[config.mk]
export PLATFORM = sky130hd
export DESIGN_NAME = perf_counter_bank
export DESIGN_NICKNAME = d
export VERILOG_FILES = /design/src/rtl/perf_pkg.sv /design/src/rtl/perf_counter_cell.sv /design/src/rtl/perf_counter_bank.sv
export SDC_FILE = /design/constraint.sdc
export NUM_CORES = 2
export LEC_CHECK = 0
export BUFFER_PORTS_ARGS = -buffer_cell sky130_fd_sc_hd__clkbuf_2
export CAP_MARGIN = 10
export CORE_MARGIN = 5
export CORE_UTILIZATION = 53
export DETAILED_ROUTE_END_ITERATION = 8
export PLACE_DENSITY_LB_ADDON = 0.15
export SKIP_LAST_GASP = 1
export SLEW_MARGIN = 10
export SYNTH_ARGS = -nofsm -noshare
export SYNTH_HDL_FRONTEND = slang
export SYNTH_HIERARCHICAL = 1
export SYNTH_SLANG_ARGS = --single-unit
[constraint.sdc]
create_clock -name cpu_clk -period 3.62 [get_ports cpu_clk]
set_input_delay 0.362 -clock cpu_clk [delete_from_list [all_inputs] [get_ports cpu_clk]]
set_output_delay 0.362 -clock cpu_clk [all_outputs]
set_load 0.005 [all_outputs]
[src/rtl/perf_pkg.sv]
// rtl/perf_pkg.sv - shared constants and types for the performance counter bank
package perf_pkg;

    // Event channel assignments used by the core-side wiring
    localparam int PERF_CYCLE           = 0;
    localparam int PERF_INSTR           = 1;
    localparam int PERF_ICACHE_MISS     = 2;
    localparam int PERF_DCACHE_MISS     = 3;
    localparam int PERF_DCACHE_UNCACHED = 4;
    localparam int PERF_BRANCH          = 5;
    localparam int PERF_MISPREDICT      = 6;
    localparam int PERF_NOCF_MISPREDICT = 7;
    localparam int PERF_MM_STALL        = 8;

    localparam int PERF_NUM_CNT   = 16;
    localparam int PERF_CNT_WIDTH = 48;
    localparam int PERF_EVT_WIDTH = 2;

    // Sized for the largest bank (32 channels); narrower addresses are zero-extended
    localparam int PERF_IDX_MAX_W = 5;
    localparam int PERF_ADDR_W    = PERF_IDX_MAX_W + 1;

    typedef struct packed {
        logic [PERF_IDX_MAX_W-1:0] idx;
        logic                      half;
    } perf_rd_addr_t;

endpackage

[src/rtl/perf_counter_cell.sv]
// rtl/perf_counter_cell.sv - one counter channel: counter, carry adder, sticky ovf, shadow
module perf_counter_cell #(
    parameter int CNT_WIDTH = 48,
    parameter int EVT_WIDTH = 2
) (
    input  logic                 cpu_clk,
    input  logic                 resetn,
    input  logic                 i_active,
    input  logic [EVT_WIDTH-1:0] i_inc,
    input  logic                 i_clear,
    input  logic                 i_snap,
    input  logic                 i_ovf_clr,
    output logic [CNT_WIDTH-1:0] o_shadow,
    output logic                 o_ovf
);

    logic [CNT_WIDTH-1:0] r_cnt;
    logic [CNT_WIDTH-1:0] r_shadow;
    logic                 r_ovf;
    logic [CNT_WIDTH:0]   w_sum;
    logic                 w_carry;

    assign w_sum   = {1'b0, r_cnt} + {{(CNT_WIDTH + 1 - EVT_WIDTH){1'b0}}, i_inc};
    // A cleared cycle discards the increment, so its carry is discarded too
    assign w_carry = i_active & ~i_clear & w_sum[CNT_WIDTH];

    always_ff @(posedge cpu_clk) begin
        if (!resetn) begin
            r_cnt    <= '0;
            r_shadow <= '0;
            r_ovf    <= 1'b0;
        end else begin
            if (i_clear) begin
                r_cnt <= '0;
            end else if (i_active) begin
                r_cnt <= w_sum[CNT_WIDTH-1:0];
            end
            if (i_snap) begin
                r_shadow <= r_cnt;
            end
            if (w_carry) begin
                r_ovf <= 1'b1;
            end else if (i_ovf_clr) begin
                r_ovf <= 1'b0;
            end
        end
    end

    assign o_shadow = r_shadow;
    assign o_ovf    = r_ovf;

endmodule

[src/rtl/perf_counter_bank.sv]
// rtl/perf_counter_bank.sv - parametrised event counter bank with snapshots and windowed readback
module perf_counter_bank
    import perf_pkg::*;
#(
    parameter int NUM_CNT   = PERF_NUM_CNT,
    parameter int CNT_WIDTH = PERF_CNT_WIDTH,
    parameter int EVT_WIDTH = PERF_EVT_WIDTH,
    parameter int IDX_W     = (NUM_CNT > 1) ? $clog2(NUM_CNT) : 1
) (
    input  logic                           cpu_clk,
    input  logic                           resetn,
    input  logic [NUM_CNT*EVT_WIDTH-1:0]   evt_inc,
    input  logic [NUM_CNT-1:0]             cnt_en,
    input  logic                           freeze,
    input  logic                           clear,
    input  logic                           snap_req,
    output logic                           snap_done,
    input  logic                           rd_req,
    input  logic [IDX_W:0]                 rd_addr,
    output logic                           rd_valid,
    output logic [31:0]                    rd_data,
    output logic [NUM_CNT-1:0]             ovf,
    input  logic [NUM_CNT-1:0]             ovf_clr,
    output logic                           irq
);

    perf_rd_addr_t        w_addr;
    logic [CNT_WIDTH-1:0] w_shadow [NUM_CNT];
    logic [63:0]          w_sel;
    logic [31:0]          w_rd_word;
    logic                 r_snap_done;
    logic                 r_rd_valid;
    logic [31:0]          r_rd_data;
    logic                 r_irq;

    for (genvar g = 0; g < NUM_CNT; g++) begin : g_cell
        perf_counter_cell #(
            .CNT_WIDTH (CNT_WIDTH),
            .EVT_WIDTH (EVT_WIDTH)
        ) u_cell (
            .cpu_clk   (cpu_clk),
            .resetn    (resetn),
            .i_active  (cnt_en[g] & ~freeze),
            .i_inc     (evt_inc[g*EVT_WIDTH +: EVT_WIDTH]),
            .i_clear   (clear),
            .i_snap    (snap_req),
            .i_ovf_clr (ovf_clr[g]),
            .o_shadow  (w_shadow[g]),
            .o_ovf     (ovf[g])
        );
    end

    assign w_addr = perf_rd_addr_t'(PERF_ADDR_W'(rd_addr));

    // Indices with no matching channel fall through to zero
    always_comb begin
        w_sel = '0;
        for (int i = 0; i < NUM_CNT; i++) begin
            if (w_addr.idx == PERF_IDX_MAX_W'(i)) begin
                w_sel = 64'(w_shadow[i]);
            end
        end
    end

    assign w_rd_word = w_addr.half ? w_sel[63:32] : w_sel[31:0];

    always_ff @(posedge cpu_clk) begin
        if (!resetn) begin
            r_snap_done <= 1'b0;
            r_rd_valid  <= 1'b0;
            r_rd_data   <= '0;
            r_irq       <= 1'b0;
        end else begin
            r_snap_done <= snap_req;
            r_rd_valid  <= rd_req;
            r_irq       <= |ovf;
            if (rd_req) begin
                r_rd_data <= w_rd_word;
            end
        end
    end

    assign snap_done = r_snap_done;
    assign rd_valid  = r_rd_valid;
    assign rd_data   = r_rd_data;
    assign irq       = r_irq;

endmodule
* Word level (Yosys, flattened, before mapping) *
Index checks and enable logic that the tools add are counted.
W data, S select, Z words.

cells by class
  $add $sub $neg = 16
  eq/ne operators = 15
  mux-type cells = 49
  bitwise logic cells = 51
  reductions and logical operators = 19

operators with widths
  kind                  number
  $mux W64              15
  $add A48 B2 Y49       16
  $and A1 B1 Y1         48
  $mux W48              1
  $eq A4 B4 Y1 const B  8
  $mux W1               32
  $mux W32              1
  $reduce_bool A2 Y1    16
  $eq A4 B3 Y1 const B  4
  $reduce_or A16 Y1     1
  $eq A4 B2 Y1 const B  2
  $logic_not A5 Y1      1
  $eq A4 B1 Y1 const B  1
  $not A1 Y1            3
  $reduce_or A2 Y1      1

storage, ports and cells
  bits in registers = 1587
  input port bits = 75
  output and inout port bits = 51
  word-level logic and storage cells = 202

* Depth between registers and ports, before layout *
  depth after elaboration = 18
  depth in mapped cells = 11
  depth with buffers taken out = 8

* Hierarchy *
The synthesis kept the hierarchy.

by module, submodules not included
  module                                    instances  cells each  area an instance (um^2)  sequential area each (um^2)
  perf_counter_cell (g_cell[0].u_cell ...)  14         442         4190.3                   1941.9
  perf_counter_bank                         1          1131        8399.3                   700.7
  perf_counter_cell (g_cell[9].u_cell)      1          444         4220.3                   1941.9
  perf_counter_cell (g_cell[12].u_cell)     1          447         4191.5                   1941.9

* Worst setup path after synthesis *
No wires, ideal clock.

  path kind = input to register
  start point = input port freeze
  end point = register g_cell[12].u_cell.r_cnt[43]
  arrival = 2751 ps
  slack = 798 ps
  stages = 9
  cells stage by stage = clkbuf_1 > nor2b_1 > nand2_1 > or2_2 > clkbuf_1 > or4_1 > buf_2 > or4_1 > a21oi_1

between the ends
  word-level cells in the longest chain between the ends = 2

RTL lines
  item                  line                     text
  from (decl)           perf_counter_bank.sv:14  input logic freeze,
  $not A1 Y1            perf_counter_bank.sv:43  .i_active (cnt_en[g] & ~freeze),
  $and A1 B1 Y1         perf_counter_bank.sv:43
  to (signal assigned)  perf_counter_cell.sv:36  r_cnt <= w_sum[CNT_WIDTH-1:0];
  to (decl)             perf_counter_cell.sv:17  logic [CNT_WIDTH-1:0] r_cnt;

No other way between the ends.
A chain may end at the register's enable or synchronous reset.

* Final worst setup path *
  start point = register g_cell[8].u_cell.r_cnt[0]
  end point = register g_cell[8].u_cell.r_ovf

between the ends
  word-level cells in the longest chain between the ends = 3
  elaborated cells on any way between the ends = 4

RTL lines
  item                                                  line                     text
  from (decl)                                           perf_counter_cell.sv:17
  from (signal assigned)                                perf_counter_cell.sv:36
  $add A48 B2 Y49 *                                     perf_counter_cell.sv:23  assign w_sum = {1'b0, r_cnt} + {{(CNT_WIDTH + 1 - EVT_WIDTH){1'b0}}, i_inc};
  $and A1 B1 Y1 *                                       perf_counter_cell.sv:25  assign w_carry = i_active & ~i_clear & w_sum[CNT_WIDTH];
  $mux W1 / $reduce_bool A2 Y1 (equally long branches)  --
  to (signal assigned)                                  perf_counter_cell.sv:31  r_ovf <= 1'b0;
  to (signal assigned)                                  perf_counter_cell.sv:42  r_ovf <= 1'b1;
  to (signal assigned)                                  perf_counter_cell.sv:44  r_ovf <= 1'b0;
  to (decl)                                             perf_counter_cell.sv:19  logic r_ovf;

Every way passes the cells marked *; elsewhere a longest branch is shown, timed or not.

==> implementation parameters <==
Parameter                              Value

Run status
  Outcome ... completed

Place
  Number of input and output port buffers inserted ... 125
  Routability Congestion ... 1.10
  Detailed Place HPWL ... 219000 um
  Post-place instance area ... 0.0784 sq mm
  Pre-CTS setup slack ... 0.298 ns

Cells and area
  Final net count ... 8419
  Number of filler cells placed in the layout ... 12323
  Final standard cell area without fillers ... 0.0847 sq mm
  Most frequent cells in the layout ... sky130_fd_sc_hd__dfxtp_1 (1587), sky130_fd_sc_hd__mux2i_1 (874), sky130_fd_sc_hd__nor2b_1 (831)
  Final core utilization ... 0.598
  P&R area growth vs syn ... 12.3%
  Leading cell type in the layout, fill and taps excluded ... sky130_fd_sc_hd__dfxtp_1
  Share of post-route cells with drive strength above 1 ... 0.0998

Timing
  Setup TNS ... 0 ns
  Pin slew with the least headroom to its limit ... 1.39 ns
  Final count of hold timing violations ... 0
  Headroom to the max-slew limit ... 0.0614
  Final number of setup-violating endpoints ... 0
  Final slew viol count ... 0
  Post-layout min period ... 2.97 ns
  Final Cycle Share ... 0.821
  RSZ-0062 raised after global routing ... false
  Fmax achieved ... 336 MHz
  PnR worst setup slack ... 0.647 ns
  Worst clock skew on the final layout ... 0.0456 ns

Detailed routing
  Average wire length per cell after detail routing ... 27.8 um
  Antenna-violating nets left ... 0
  Residual DRC ... 0
  Total via count in the routed design ... 64455
  Wirelength, routed ... 287000 um
  First DRT Iteration DRCs ... 7140
  Router iterations before antenna repair ... 6
  Average vias per placed instance ... 6.24

Job
  Max_cap viols ... 0

Logic synthesis
  Number of nets in the synthesized netlist ... 8333
  Syn avg cell area ... 9.19 sq um
  Number of instances in the synthesized netlist ... 8210
  Mapped cell area ... 0.0755 sq mm
  Post-synth cell types ... 100
  Share of the yosys chip area belonging to registers ... 0.421
  Warnings from Yosys ... 6
  Synthesized flop and latch total ... 1587
  Fraction of synthesis flops using an asynchronous set or reset pin ... 0
  Post-synth EDFFs ... 0
  Most frequently used flop master after synthesis ... sky130_fd_sc_hd__dfxtp_1

Worst setup path
  Critical Setup Path Class ... flip-flop to flip-flop
  CP delay by family, top ... simple AND/OR/NAND/NOR gates
  Series of cell instances along the critical path ... ha_1, inv_1, fa_1, nand3b_1, nor4_4, nand4_2, nor3_1, a31o_2
  Cell with the largest stage delay on the worst path ... sky130_fd_sc_hd__nor3_1
  Data arrival time of the critical path ... 3.72 ns
  Worst path required time ... 4.37 ns
  Critical path launch point type ... flip-flop
  Worst setup EP type ... flip-flop
  Maximum fanout along the worst path ... 17
  Peak per-stage delay on the critical path ... 0.67 ns
  Bufs and invs on worst path ... 1

GRT
  Antenna violations before repair ... 22
  Number of global-route vias before repair ... 58756
  Global Route Usage Sum ... 0.367
  First-pass GRT wire length ... 414000 um
  Sum of overflow across all layers after global routing ... 0
  Pin count of the biggest net entering global routing ... 102

Floorplanning
  Die X ... 387 um
  Standard cell core area ... 0.142 sq mm
  Starting Density ... 0.533
  Area of the die ... 0.150 sq mm
  Number of top-level pins ... 126
  Die outline height ... 387 um
  Standard-cell rows ... 138

CTS
  Cell at the root of the clock tree ... sky130_fd_sc_hd__clkbuf_16
  CTS H-tree depth ... 4
  CTS max path bufs ... 3
  Clock tree from TritonCTS ... yes
  TritonCTS Sinks ... 1587
  TritonCTS buffer count ... 168
  Clock latency on the worst-skew pair ... 0.80 ns
  Clock input transition at the sequential cells of the worst setup and hold paths ... 0.06 ns

Power and ir drop
  Leakage power figure ... 29.7 nW
  Design Power ... 37.7 mW
  Highest ir drop seen on vdd ... 421 uV
  Pwr dens ... 445 mW/mm^2

Min path
  Type of the most critical hold path ... input pin to flip-flop
cell families (layout without fill, tap and decap cells):
kind of cell	Yosys count	count (layout)	synth area share
AND/OR/NAND/NOR	3404	3404	0.256
adder cells (fa/ha/maj)	48	48	0.00955
flip-flops	1587	1587	0.421
XOR/XNOR	417	417	0.0484
other	0	8	0
buffers and inverters	634	854	0.0363
AO/OA/AOI/OAI	1174	1174	0.0971
multiplexers	946	946	0.131
per-layer routing:
metal | up-vias | global-route usage | wire (um)
li1 | 29445 | - | -
met1 | 31572 | 0.520 | 124000
met2 | 2868 | 0.532 | 119000
met3 | 564 | 0.0919 | 29600
met4 | 6 | 0.151 | 14000
met5 | - | 0 | 40
stage by stage:
stage,cells,hold slack [ns]
finish,10328,0.0315
global route,10320,0.0203
CTS,10320,0.00337
detailed placement,9965,0.483
global placement,9965,0.471
floorplan,8210,0.449
power breakdown:
part / total, mW / leakage, nW / internal [mW] / switching [mW]
clock: 18.2 / 2.86 / 10.7 / 7.43
sequential: 17.5 / 12.8 / 17.5 / 0.0495
combinational: 2.01 / 14.1 / 0.731 / 1.28
final timing paths:
check | from | to | slack [ns] | cells after the start
max reg2reg | g_cell[8].u_cell/r_cnt[0]$_SDFFE_PP0P_ | g_cell[8].u_cell/o_ovf$_SDFFE_PN0P_ | 0.65 | 8
min | evt_inc[29] | g_cell[14].u_cell/r_cnt[1]$_SDFFE_PP0P_ | 0.03 | 4
min reg2reg | g_cell[8].u_cell/r_cnt[47]$_SDFFE_PP0P_ | g_cell[8].u_cell/r_cnt[47]$_SDFFE_PP0P_ | 0.49 | 2
max | g_cell[8].u_cell/r_cnt[0]$_SDFFE_PP0P_ | g_cell[8].u_cell/o_ovf$_SDFFE_PN0P_ | 0.65 | 8
synthesized netlist by cell type, types with 16 or more instances:
master	count	area, sq um
sky130_fd_sc_hd__mux2_2	38	428
sky130_fd_sc_hd__or4_1	112	841
sky130_fd_sc_hd__nand4_2	30	375
sky130_fd_sc_hd__xnor2_1	151	1320
sky130_fd_sc_hd__buf_4	24	180
sky130_fd_sc_hd__o221ai_1	27	236
sky130_fd_sc_hd__o21ai_0	294	1470
sky130_fd_sc_hd__nand4_4	16	340
sky130_fd_sc_hd__nand4_1	267	1670
sky130_fd_sc_hd__o211ai_1	19	143
sky130_fd_sc_hd__clkbuf_1	266	998
sky130_fd_sc_hd__mux2i_1	875	8760
sky130_fd_sc_hd__buf_1	36	135
sky130_fd_sc_hd__o22ai_1	40	250
sky130_fd_sc_hd__buf_2	129	646
sky130_fd_sc_hd__fa_1	16	320
sky130_fd_sc_hd__nor3_1	232	1160
sky130_fd_sc_hd__dfxtp_1	1587	31800
sky130_fd_sc_hd__a221oi_1	27	236
sky130_fd_sc_hd__a22oi_1	41	308
sky130_fd_sc_hd__o31ai_1	80	601
sky130_fd_sc_hd__inv_1	163	612
sky130_fd_sc_hd__and3_1	76	475
sky130_fd_sc_hd__nor4_1	58	363
sky130_fd_sc_hd__nor2_1	643	2410
sky130_fd_sc_hd__xor2_1	266	2330
sky130_fd_sc_hd__nand3_1	275	1380
sky130_fd_sc_hd__or3_1	170	1060
sky130_fd_sc_hd__mux4_2	32	721
sky130_fd_sc_hd__nand2b_1	41	257
sky130_fd_sc_hd__a211oi_1	27	203
sky130_fd_sc_hd__o21a_1	65	488
sky130_fd_sc_hd__a21oi_1	390	1950
sky130_fd_sc_hd__nand3b_1	31	233
sky130_fd_sc_hd__nand2_1	429	1610
sky130_fd_sc_hd__and2_1	38	238
sky130_fd_sc_hd__ha_1	32	400
sky130_fd_sc_hd__and2_0	16	100
sky130_fd_sc_hd__nor2b_1	834	5220
sky130_fd_sc_hd__nor4_4	31	659
area by class of cell:
type | instances | area [sq um] | area share
Inverter | 165 | 619 | 0.00731
Clock inverter | 65 | 855 | 0.0101
Tap cell | 1890 | 2360 | 0.0279
Clock buffer | 239 | 4960 | 0.0585
Timing Repair Buffer | 385 | 3160 | 0.0373
Sequential cell | 1587 | 31800 | 0.375
Multi-Input combinational cell | 5989 | 41000 | 0.484
Antenna cell | 8 | 20.0 | 0.000236
worst reg2reg max path, delay by kind of cell, from the launching register on:
family / cells / cell delay [ns]
AND/OR/NAND/NOR: 4 / 1.65
adder cells (fa/ha/maj): 2 / 0.67
flip-flops: 1 / 0.36
AO/OA/AOI/OAI: 1 / 0.20
buffers and inverters: 1 / 0.06
flip-flops by register name, summed over array words and instances, names as in the netlist:
signal                  count
g_cell.u_cell/o_ovf        16
irq                         1
snap_done                   1
g_cell.u_cell/o_shadow    768
rd_valid                    1
rd_data                    32
g_cell.u_cell/r_cnt       768
repair_timing:
item | in CTS | in global routing
hold buffers | 51 | 0
setup endpoints to repair | 0 | 0
gates resized for setup | 0 | 0
endpoints found under the hold margin | 46 | 0
buffers inserted | 0 | 0
(Power assumes the default switching activity.)
